`src/rtl/aes_block_assembler.sv`:
```
// Packs DW-bit bytes (first byte in the MSB) into DW*BYTES-bit AES blocks behind a valid/ready output slot.
// Optional sticky overrun flag when AES_BLOCK_ASSEMBLER_OVERRUN_EN is defined.
module aes_block_assembler #(
  parameter int DW    = 8,
  parameter int BYTES = 16,
  parameter int CW    = 5
) (
  input  logic                clk,
  input  logic                reset,
  input  logic                clr,
  input  logic                in_valid,
  input  logic [DW-1:0]       in_data,
  output logic                in_ready,
  output logic                blk_valid,
  output logic [DW*BYTES-1:0] blk_data,
  input  logic                blk_ready,
  output logic [CW-1:0]       fill_cnt
`ifdef AES_BLOCK_ASSEMBLER_OVERRUN_EN
  ,
  output logic                overrun
`endif
);

  localparam logic [CW-1:0] FULL_CNT = CW'(BYTES);

  logic [DW*BYTES-1:0] asm_p0;
  logic                full_p0;
  logic                slot_free;
  logic                load;
  logic                accept;
  logic [CW-1:0]       fill_nxt;

  always_comb begin
    full_p0   = (fill_cnt == FULL_CNT);
    slot_free = !blk_valid || blk_ready;
    load      = full_p0 && slot_free && !clr;
    accept    = in_valid && in_ready && !clr;
    fill_nxt  = fill_cnt;
    if (clr || load)
      fill_nxt = '0;
    else if (accept)
      fill_nxt = fill_cnt + CW'(1);
  end

  // Stage 0: assembly register; fill_cnt doubles as the FILLING/FULL state
  always_ff @(posedge clk or posedge reset) begin
    if (reset) begin
      fill_cnt <= '0;
      in_ready <= 1'b1;
      asm_p0   <= '0;
    end else begin
      fill_cnt <= fill_nxt;
      in_ready <= (fill_nxt != FULL_CNT);
      if (clr)
        asm_p0 <= '0;
      else if (accept)
        for (int k = 0; k < BYTES; k++)
          if (fill_cnt == CW'(k))
            asm_p0[DW*(BYTES-1-k) +: DW] <= in_data;
    end
  end

  // Stage 1: output register, loaded the edge after the block completes
  always_ff @(posedge clk or posedge reset) begin
    if (reset) begin
      blk_valid <= 1'b0;
      blk_data  <= '0;
    end else if (load) begin
      blk_valid <= 1'b1;
      blk_data  <= asm_p0;
    end else if (blk_valid && blk_ready) begin
      blk_valid <= 1'b0;
    end
  end

`ifdef AES_BLOCK_ASSEMBLER_OVERRUN_EN
  always_ff @(posedge clk or posedge reset) begin
    if (reset)
      overrun <= 1'b0;
    else if (clr)
      overrun <= 1'b0;
    else if (in_valid && !in_ready)
      overrun <= 1'b1;
  end
`endif

endmodule

```
`config.mk`:
```
export PLATFORM = sky130hd
export DESIGN_NAME = aes_block_assembler
export DESIGN_NICKNAME = d
export VERILOG_FILES = /design/src/rtl/aes_block_assembler.sv
export SDC_FILE = /design/constraint.sdc
export NUM_CORES = 1
export LEC_CHECK = 0
export BUFFER_PORTS_ARGS = -buffer_cell sky130_fd_sc_hd__buf_2
export CORE_MARGIN = 2
export CORE_UTILIZATION = 39
export DETAILED_ROUTE_END_ITERATION = 16
export HOLD_SLACK_MARGIN = 0.02
export PLACE_DENSITY = 0.64
export SLEW_MARGIN = 10
export SYNTH_ARGS = -nofsm -noshare
export SYNTH_HDL_FRONTEND = slang
export SYNTH_SLANG_ARGS = --single-unit
```
`constraint.sdc`:
```
create_clock -name clk -period 9.3 [get_ports clk]
set_input_delay 0.465 -clock clk [delete_from_list [all_inputs] [get_ports clk]]
set_output_delay 0.465 -clock clk [all_outputs]
set_load 0.005 [all_outputs]
```
Yosys cells after proc, flatten, opt, wreduce, memory -nomap -nowiden
Index checks and enable logic that the tools add are counted.
Widths: inputs -> output; s select.
Word-level totals
  output and inout bits: 135
  bits of input ports: 13
  bits in registers: 263
Cells by class
  equality and inequality tests: 17
  multiplexer cells: 22
  reduce and logical (&&, ||, !) cells: 44
  add/sub/neg operators: 1
Operators with widths (count)
  $mux 128: 2
  $mux 8: 16
  $eq 5x4->1 const B: 8
  $reduce_bool 2->1: 18
  $reduce_and 2->1: 16
  $eq 5x3->1 const B: 4
  $eq 5x2->1 const B: 2
  $mux 5: 2
  $add 5x1->5 const B: 1
  $eq 5x1->1 const B: 1
  $eq 5x5->1 const B: 1
  $logic_and 1x1->1: 5
  $logic_not 5->1: 1
  $ne 5x5->1 const B: 1
  $logic_not 1->1: 2
  $logic_or 1x1->1: 2
  $mux 1: 2

Depth between registers and ports, before layout
  depth after elaboration: 7
  mapped depth: 8
  depth with buffers taken out: 6

Worst setup path before layout
Ideal clock, no wire load.
  kind: register to register
  start: reg fill_cnt[0]
  end: reg blk_data[53]
  period minus slack after synthesis: 2.112 ns
  arrival time: 1.987 ns
  path buffers: 2
  setup slack: 7.188 ns
  cell stages (with the launch flop): 9
  cell sequence: dfrtp_1 inv_1 ha_1 nor4bb_1 nand2_1 nor2_1 buf_2 buf_2 mux2_2
Between the ends
  longest elaborated chain between the ends: 3
RTL lines
  start, declared: RTL line 17  | output logic [CW-1:0] fill_cnt
  start signal, assigned: RTL line 52  | fill_cnt <= fill_nxt;
  $eq 5x5->1: RTL line 34  | full_p0 = (fill_cnt == FULL_CNT);
  $logic_and 1x1->1 (2 in a row): RTL line 36  | load = full_p0 && slot_free && !clr;
  end signal, assigned: RTL line 70  | blk_data <= asm_p0;
  end, declared: RTL line 15  | output logic [DW*BYTES-1:0] blk_data,
No other way between the ends.
A chain may end at the register's enable or synchronous reset.

Final worst setup path
  start: reg fill_cnt[0]
  end: reg blk_data[99]
The elaborated chain is that of the path after synthesis.

==> metrics <==
Worst Hold Slack 0.1045 ns; Reg2Reg Depth 8; WL/cell 18.69 um; post-synthesis cell area 10430 um^2; # Max-Cap Violations 0; FILL cells 2383; CTS buffer count 28; setup ws final 6.161 ns; num rows 59; maximum fanout along the worst path 47; Synth Area in XOR/XNOR 0.002519; DRC viols 0; DRT Pass-1 Iters 4; total power 2.425 mW; Place WS 6.198 ns; Detailed Route WL 23440 um; post-synthesis adder-cell area fraction 0.005997; RSZ-0062 raised after global routing no; core area 26130 um^2; IO Pins 148; total track usage 0.1671; CP Capture Type register; Critical-path top delay cell buf_4; Seq cells post-synth 263; Worst path depth 8; Worst-Skew Late Latency 0.53 ns; Initial Util 0.3992; design area 12360 um^2; Fin Setup TNS 0 ns; vias in the first global route 6322; crit path buf inv count 3; largest net degree at the start of global routing 120; Top Family by Delay on Critical Path buffers and inverters; status finished, final reports clean; clock skew 0.005959 ns; RePlAce Congestion 0.7896; Simple-Gate Fraction of Synth Area 0.07760; Ys Warns 0; H-tree Lvls 1; CTS tree done; post-detail-place hpwl 14070 um; CTS resizes 0; Port-buffer cells 147; crit start category register; Netlist cell types 33; placed cell areas 11420 um^2; CTS clk-pin slew, worst paths 0.06 ns; Mapped Avg Cell Area 13.69 um^2; flop2flop setup slack 6.16 ns; slew at the pin with the worst max-slew slack 0.9621 ns; max-slew violation count 0; Nets 916; DR vias/cell 4.932; die width 167.6 um; Die Ht 167.6 um; fin crit period 3.139 ns; critical path cell sequence inv_1, ha_1, nor4bb_1, nand2_1, nor2_4, buf_4, buf_4, mux2_2; Post-CTS Setup Bufs 0; mux cell area share after synthesis 0.2533; final hold vios 0; total die area 28070 um^2; Max-slew headroom 0.3586; n_diodes 0; Remaining Overflow, GRT 0; DRT iter0 DRCs 354; Required @ worst endpoint 9.71 ns; Root Driver clkbuf_16; via count 6185; Cells after Synth 762; final setup fails 0; post-synthesis sequential area ratio 0.6310; most used cell along the critical path buf_4; Hold Buf Count CTS 0; Clock Tree Buf Depth 3; Sink Count 263; initial antenna violation count 1; DRT antenna net count 0; Max Freq 318.6 MHz; Syn-to-layout area delta 18.43%; Crit path arrival time 3.55 ns; power density over the cells 196.3 nW/um^2; main combinational cell family by area after synthesis multiplexers; first-pass GRT wire length 37140 um; Worst IR Drop VDD 0.09716 mV; P_leak 6.263 nW; Setup CP Type register to register; worst hold-check path type input port to asynchronous set/reset pin; syn nets 780; CP max stage delay 0.63 ns; post-synthesis compound-gate area fraction 0.006356; share of post-route cells with drive strength above 1 0.3645; period utilization 0.3375
stage by stage:
step / util / instances
2_1_floorplan: - / 762
3_3_place_gp: 0.4371 / 1203
3_5_place_dp: 0.4371 / 1203
4_1_cts: 0.4728 / 1254
5_1_grt: 0.4728 / 1254
6_report: 0.4728 / 1254
state kept, by name, indices dropped and copies added (netlist names):
| name | flops |
|---|---|
| blk_valid | 1 |
| fill_cnt | 5 |
| blk_data | 128 |
| in_ready | 1 |
| asm_p0 | 128 |
power by group:
part | total [mW] | internal (mW) | switching (mW)
Sequential | 1.18 | 1.17 | 0.0138
Combinational | 0.134 | 0.0454 | 0.0885
Clock | 1.11 | 0.673 | 0.439
Total | 2.42 | 1.88 | 0.541
Yosys cell counts:
cell        n  area, um^2
dfrtp_1   262        6556
mux2_2    128        1441
nor2_1    125       469.2
mux2i_1   120        1201
clkbuf_1   26       97.59
nand2_1    15       56.30
nand3_1    13       65.06
buf_2      11       55.05
buf_4      10       75.07
a21oi_1     9       45.04
and3_1      6       37.54
ha_1        5       62.56
inv_1       4       15.01
nor2_2      3       18.77
nor2_4      3       33.78
nand2b_1    2       12.51
nand4_1     2       12.51
nor3_4      2       32.53
xor2_1      2       17.52
a211oi_1    1       7.510
and2_1      1       6.260
and3b_1     1       8.760
dfstp_2     1       26.28
nand3b_1    1       7.510
nand4b_1    1       8.760
nor2b_1     1       6.260
nor3b_1     1       7.510
nor4bb_1    1       10.01
o21ai_0     1       5.000
o41ai_1     1       8.760
or3b_1      1       8.760
or4_1       1       7.510
xnor2_1     1       8.760
kinds of logic after synthesis:
family                   Yosys count
AO/OA/AOI/OAI                     12
XOR/XNOR                           3
adder cells (fa/ha/maj)            5
buffers and inverters             51
flip-flops                       263
multiplexers                     248
AND/OR/NAND/NOR                  180
per-layer routing:
layer  share of wire  wire, um  track usage
met1            0.48     11270       0.2437
met2            0.45     10520       0.2591
met3           0.056      1304      0.03569
met4           0.014       327      0.03440
met5         0.00055        13            0
layout make-up:
type                       count  area (um^2)  area share
clock buffer                  43        838.3     0.06785
clock inverter                 8        95.09    0.007696
inverter                       4        22.52    0.001823
multi-input combinational    448         3615      0.2926
sequential                   263         6583      0.5328
tap                          335        419.2     0.03392
timing repair buffer         153        783.3     0.06339
final timing paths:
kind	to	start
hold / removal	blk_data[55]	reset
hold reg to reg	blk_data[108]	blk_data[108]
max in group asynchronous	blk_data[115]	reset
setup reg to reg	blk_data[99]	fill_cnt[0]
setup / recovery	blk_data[99]	fill_cnt[0]
min in group clk	blk_valid	blk_ready
layout by cell type (no fill, tap or decap), drive strengths merged:
master,count
o41ai,1
a211oi,1
buf,153
nor3b,1
and3b,1
o21ai,1
xor2,2
and2,1
nand4,2
nor3,2
nand2,15
mux2,128
inv,4
clkbuf,43
or3b,1
nand3,13
nor2b,1
a21oi,9
bufinv,2
or4,1
mux2i,120
xnor2,1
ha,5
clkinv,4
dfstp,1
dfrtp,262
nand3b,1
nand2b,2
and3,6
clkinvlp,2
nor4bb,1
nand4b,1
nor2,131
Power figures use the tool's default switching activity.
